`config.mk`:
```
export PLATFORM = sky130hd
export DESIGN_NAME = kimlik
export DESIGN_NICKNAME = d
export VERILOG_FILES = /design/src/rtl/kimlik_pkg.sv /design/src/rtl/kimlik_denetle.sv /design/src/rtl/kimlik.sv
export SDC_FILE = /design/constraint.sdc
export NUM_CORES = 1
export LEC_CHECK = 0
export CAP_MARGIN = 0
export CORE_AREA = 5 5 42 44
export CTS_CLUSTER_DIAMETER = 120
export CTS_CLUSTER_SIZE = 20
export DETAILED_ROUTE_END_ITERATION = 12
export DIE_AREA = 0 0 47 49
export GPL_ROUTABILITY_DRIVEN = 0
export RECOVER_POWER = 25
export SETUP_SLACK_MARGIN = 0.02
export SLEW_MARGIN = 20
export SYNTH_ARGS = -nofsm -noshare
export SYNTH_HDL_FRONTEND = slang
export SYNTH_SLANG_ARGS = --single-unit
```
`constraint.sdc`:
```
create_clock -name saat -period 0.8 [get_ports saat]
set_input_delay 0.2 -clock saat [delete_from_list [all_inputs] [get_ports saat]]
set_output_delay 0.2 -clock saat [all_outputs]
set_load 0.02 [all_outputs]
```
`src/rtl/kimlik_pkg.sv`:
```
// Shared definitions for the kimlik ID validator: FSM state encoding and
// rule-failure codes reported on the optional hata output (KIMLIK_HATA_EN).
package kimlik_pkg;

   typedef enum logic {
      BOS   = 1'b0,
      BITTI = 1'b1
   } durum_e;

   // First failing rule wins, in the order zero, prefix, check bit
   localparam logic [1:0] HATA_YOK    = 2'b00;
   localparam logic [1:0] HATA_SIFIR  = 2'b01;
   localparam logic [1:0] HATA_ONEK   = 2'b10;
   localparam logic [1:0] HATA_PARITE = 2'b11;

endpackage

```
`src/rtl/kimlik_denetle.sv`:
```
// Combinational rule checker: nonzero, MSB matches nationality, odd popcount.
// Reports both a pass flag and the first rule that failed.
module kimlik_denetle
   import kimlik_pkg::*;
#(
   parameter int BIT = 6
) (
   input  logic [BIT-1:0] kimlik_no,
   input  logic           uyruk,
   output logic           gecerli_c,
   output logic [1:0]     hata_c
);

   logic w_sifir;
   logic w_onek_ok;
   logic w_parite_ok;

   assign w_sifir     = (kimlik_no == '0);
   assign w_onek_ok   = (kimlik_no[BIT-1] == uyruk);
   assign w_parite_ok = ^kimlik_no;

   assign gecerli_c = !w_sifir && w_onek_ok && w_parite_ok;

   always_comb begin
      hata_c = HATA_YOK;
      if (w_sifir)
         hata_c = HATA_SIFIR;
      else if (!w_onek_ok)
         hata_c = HATA_ONEK;
      else if (!w_parite_ok)
         hata_c = HATA_PARITE;
   end

endmodule

```
`src/rtl/kimlik.sv`:
```
// Registered ID validator: one edge after basla=1, bitti rises with the verdict.
// Define KIMLIK_HATA_EN to expose the 2-bit failure code output hata.
module kimlik
   import kimlik_pkg::*;
#(
   parameter int BIT = 6
) (
   input  logic           saat,
   input  logic           reset,
   input  logic           basla,
   input  logic [BIT-1:0] kimlik_no,
   input  logic           uyruk,
   output logic           gecerli,
   output logic           bitti
`ifdef KIMLIK_HATA_EN
   ,
   output logic [1:0]     hata
`endif
);

   logic       w_gecerli_c;
   logic [1:0] w_hata_c;
   logic       w_gecerli;

   durum_e     r_durum;
   logic       r_gecerli;

   kimlik_denetle #(
      .BIT (BIT)
   ) u_denetle (
      .kimlik_no (kimlik_no),
      .uyruk     (uyruk),
      .gecerli_c (w_gecerli_c),
      .hata_c    (w_hata_c)
   );

   // Pass flag and failure code are two views of the same rule set
   assign w_gecerli = w_gecerli_c && (w_hata_c == HATA_YOK);

`ifdef KIMLIK_HATA_EN
   logic [1:0] r_hata;

   always_ff @(posedge saat or negedge reset) begin
      if (!reset) begin
         r_durum   <= BOS;
         r_gecerli <= 1'b0;
         r_hata    <= HATA_YOK;
      end else if (basla) begin
         r_durum   <= BITTI;
         r_gecerli <= w_gecerli;
         r_hata    <= w_hata_c;
      end else begin
         r_durum   <= BOS;
      end
   end

   assign hata = r_hata;
`else
   always_ff @(posedge saat or negedge reset) begin
      if (!reset) begin
         r_durum   <= BOS;
         r_gecerli <= 1'b0;
      end else if (basla) begin
         r_durum   <= BITTI;
         r_gecerli <= w_gecerli;
      end else begin
         r_durum   <= BOS;
      end
   end
`endif

   // Verdict holds across idle cycles; done is simply the state
   assign gecerli = r_gecerli;
   assign bitti   = (r_durum == BITTI);

endmodule

```
## Word level (Yosys, flattened, before mapping)

Cells that the tools add are included.

| cells by class | value |
|---|---|
| eq/ne operators | 1 |
| reductions and logical operators | 7 |
| mux-type cells | 4 |

Operators with widths:

| kind | number |
|---|---|
| 6-bit logical NOT | 1 |
| 2-bit two-way mux | 3 |
| 6-bit parity | 1 |
| 1-bit logical AND | 3 |
| 2-bit logical NOT | 1 |
| 1-bit == test | 1 |
| 1-bit logical NOT | 1 |
| 1-bit two-way mux | 1 |

| storage, ports and cells | value |
|---|---|
| output and inout port bits | 2 |
| bits in registers | 2 |
| input port bits | 10 |
| logic and storage cells | 14 |

## Logic depth before layout (Yosys ltp)

| logic depth | value |
|---|---|
| depth in word-level cells | 6 |
| depth in mapped cells | 4 |
| gate-level depth less buffers | 4 |

## Cells and area by module

From an unflattened synthesis, not the netlist that was laid out.

| second synthesis, totals | value |
|---|---|
| cells, all modules | 21 |
| area, all modules | 191.4 µm² |

By module, submodules not included:

| module | instances | cells each | sequential area each (µm²) | area each (µm²) |
|---|---|---|---|---|
| kimlik_denetle | 1 | 16 | 0.0 | 125.1 |
| kimlik | 1 | 5 | 50.0 | 66.3 |

## Worst setup path before layout

OpenSTA, ideal clock, no wires.

| timing path | value |
|---|---|
| kind | input to register |
| start | in kimlik_no[2] |
| end | reg r_gecerli (netlist: gecerli) |
| required time | 0.680 ns |
| path slack | -0.408 ns |
| stages | 4 |
| arrival | 1.087 ns |
| setup time | 0.120 ns |
| path buffers | 0 |
| cell sequence | inv_1 -> ha_1 -> xor3_1 -> a41o_1 |

| between the ends | value |
|---|---|
| longest elaborated chain between the ends | 6 |
| elaborated cells between the ends (all ways) | 10 |
| classes of those cells | mux: 3; reduce/logical: 7 |

Ends and longest elaborated chain:

| item | line | RTL |
|---|---|---|
| from (decl) | kimlik.sv:11 | `input logic [BIT-1:0] kimlik_no,` |
| 6-bit parity | kimlik_denetle.sv:20 | `assign w_parite_ok = ^kimlik_no;` |
| 2-bit two-way mux | kimlik_denetle.sv:30 | `else if (!w_parite_ok)` |
| 2-bit two-way mux | kimlik_denetle.sv:28 | `else if (!w_onek_ok)` |
| 2-bit two-way mux | kimlik_denetle.sv:26 | `if (w_sifir)` |
| 2-bit logical NOT | kimlik.sv:38 | `assign w_gecerli = w_gecerli_c && (w_hata_c == HATA_YOK);` |
| 1-bit logical AND (*) | kimlik.sv:38 |  |
| to (signal assigned) | kimlik.sv:65 | `r_gecerli <= w_gecerli;` |
| to (decl) | kimlik.sv:26 | `logic r_gecerli;` |

Mark *: on every way between the ends. The rest lies on a longest branch, timed or not.
A chain may end at the register's enable or synchronous reset.

## Worst setup path after layout

| timing path | value |
|---|---|
| start | in kimlik_no[1] |
| end | reg r_gecerli (netlist: gecerli) |

Same word-level chain as after synthesis.

==> flow_summary.toml <==
[cts]
cts_buffers = 3
cts.sink_count = 2
cts_hold_buf = 0
cts-root-buf = "clkbuf_4"
cts_tree = "built"
cts_max_level = 1
clk_pin_slew_worst_paths_ps = 30
cts_buffer_depth = 2
clk_latency_ps = 220

[power_and_ir_drop]
clkPwrFrac_pct = 40.7
p_int_mw = 0.406
leakage_nw = 0.183
switchingPower_mw = 0.129
power_mw = 0.535
cellPowerDensity_nw_per_um2 = 1390
p_comb_share_pct = 36.6
netSwitchingFraction_pct = 24.1
seqPwrFrac_pct = 22.7
ir_drop_mv = 0.826

[sta]
fin_tns_setup_ps = -435
max_slew_margin_pct = 91.1
rsz0062_at_grt = "yes"
period_minus_slack_ps = 1010
hold_viol = 0
fin_skew_ps = 0
fin_crit_sh_pct = 126
worst_pin_slew_ps = 133
fmax_mhz = 993
setup_violations = 3
drv_slew = 0
fin_ws_ps = -207

[layout]
nFillCells = 151
num_antenna_cells = 0
layout-drive-gt1-share_pct = 67.7
finalNetCount = 46
fin_area_um2 = 384
area_delta_synth_final_pct = 134
utilization_pct = 27.4

[global_route]
grt_use_total_pct = 4.44
antenna_found_initial = 0
grt_pass1_vias = 186
grt_pass1_wl_um = 683
grt-ovfl-total = 0
grt_max_degree = 4

[synthesis]
synth_edf_count = 0
synth-seq-area-share_pct = 30.5
synth_top_area_share_pct = 30.5
synth_top_cell_by_area = "dfrtp_1"
synth-seq-cells = 2
yosys-top-cells-area = "dfrtp_1, ha_1, xor3_1, inv_1, a41o_1"
synth_fp_nets = 29
netlist_instances = 16
syn_avg_cell_area_um2 = 10.2
synthTopCellsByCount = "inv_1, ha_1, dfrtp_1"
async_flop_share_pct = 100
netlist_area_um2 = 164
synth_most_common_cell = "inv_1"
yosys_warnings = 0
ys_types = 8
yosys_most_used_dff = "dfrtp_1"

[critical_path]
crit_fanout = 1
required_ps = 900
worstSetupPathType = "input pin to register"
cp.arrival_ps = 1110
cp_cell_sequence = "buf_6 -> inv_4 -> ha_4 -> xor3_1 -> a41o_1"
cpLargestDelayFamily = "XOR/XNOR gates"
slowest_delay_ps = 380
slowest_stage = "xor3_1"
path_depth = 5
start_kind = "input pin"
end_kind = "register"
rr_worst_depth = 2
worst-path-buf-inv = 2

[route]
via_per_inst = 3.51
routedWlPerCell_um = 8.23
drt_iter0_drc = 0
routed.top_layer = "met3"
drc = 0
routed_wl_um = 387
ant_nets = 0
dr.pass1.iters = 1
wl_met2_um = 200
vias = 165
route.met3.wl_um = 64
met1_length_um = 122

[floorplan]
dieArea_um2 = 2300
core_area_um2 = 1400
initial_core_util_pct = 11.7
fp.dieH_um = 49
row_count = 14
io-pin-count = 12
die_w_um = 47

[outcome]
violations = "negative setup slack"
status = "finished with violations"

[worst_hold_path]
hp-class = "input pin to async pin"

[place]
hpwl_um = 355
io_buffer_count = 11
place_area_um2 = 339

[job]
cap_violations = 0
[cells by family after synthesis]
group                    after synthesis  share of synthesized area [%]
AO/OA/AOI/OAI                          1                           6.11
adder cells (fa/ha/maj)                3                           22.9
AND/OR/NAND/NOR                        2                           6.87
XOR/XNOR                               2                           19.8
buffers and inverters                  6                           13.7
flip-flops                             2                           30.5
[state kept, by name, indices dropped and copies added (netlist names)]
| name | cells |
|---|---|
| bitti | 1 |
| gecerli | 1 |
[worst reg2reg max path: cells and delay by family, from the launching register on]
family	cells	cell delay (ps)
compound gates	1	200
flops	1	370
simple gates	1	130
[layout make-up]
type	count	area [µm²]	area share (%)
flip-flops and latches	2	50.0	13.0
well taps	16	20.0	5.21
inverters	6	40.0	10.4
multi-input cells	8	129	33.6
repair buffers	12	123	31.9
clock buffers	3	22.5	5.86
[cell usage in the layout (no fill, tap or decap), types with 2 or more instances in the layout]
cell type        Yosys  routed
clkbuf_4             0       3
buf_8                0       2
inv_2                0       2
ha_4                 0       3
buf_2                0       2
clkdlybuf4s50_1      0       2
buf_6                0       4
inv_4                0       2
dfrtp_1              2       2
[metal layers]
layer | global-route usage, % | vias to the layer above
met3 | 2.95 | 0
met2 | 6.11 | 8
met4 | 5.53 | 0
met1 | 3.53 | 75
li1 | - | 82
met5 | 0 | -
[stage by stage]
step           std cells  setup WS, ps  hold slack [ps]
2_1_floorplan         16          -318            -95.6
3_3_place_gp          44          -937              369
3_5_place_dp          44          -948              371
4_1_cts               47          -234              132
5_1_grt               47          -221              187
6_report              47          -207              210
[worst paths after layout]
check | from | slack, ps | end
max | kimlik_no[1] | -210 | gecerli
min | reset | 210 | gecerli
max reg2reg | gecerli | -20 | gecerli
min reg2reg | gecerli | 620 | gecerli
max in group asynchronous | reset | 470 | bitti
min in group saat | kimlik_no[5] | 470 | gecerli
[power by group through the flow]
stage / logic [mW] / registers, mW / clock network, mW
5_1_grt: 0.216 / 0.124 / 0.266
2_1_floorplan: 0.0770 / 0.136 / 0
6_report: 0.196 / 0.121 / 0.218
3_3_place_gp: 0.184 / 0.119 / 0
4_1_cts: 0.194 / 0.121 / 0.235
3_5_place_dp: 0.186 / 0.120 / 0
[what timing repair did]
action / in CTS / in global routing
setup buffers: 0 / 0
setup endpoints to repair: 3 / 3
pin swaps: 4 / 3
gates resized for setup: 39 / 8
No activity file was read; power rests on OpenSTA's default activity.
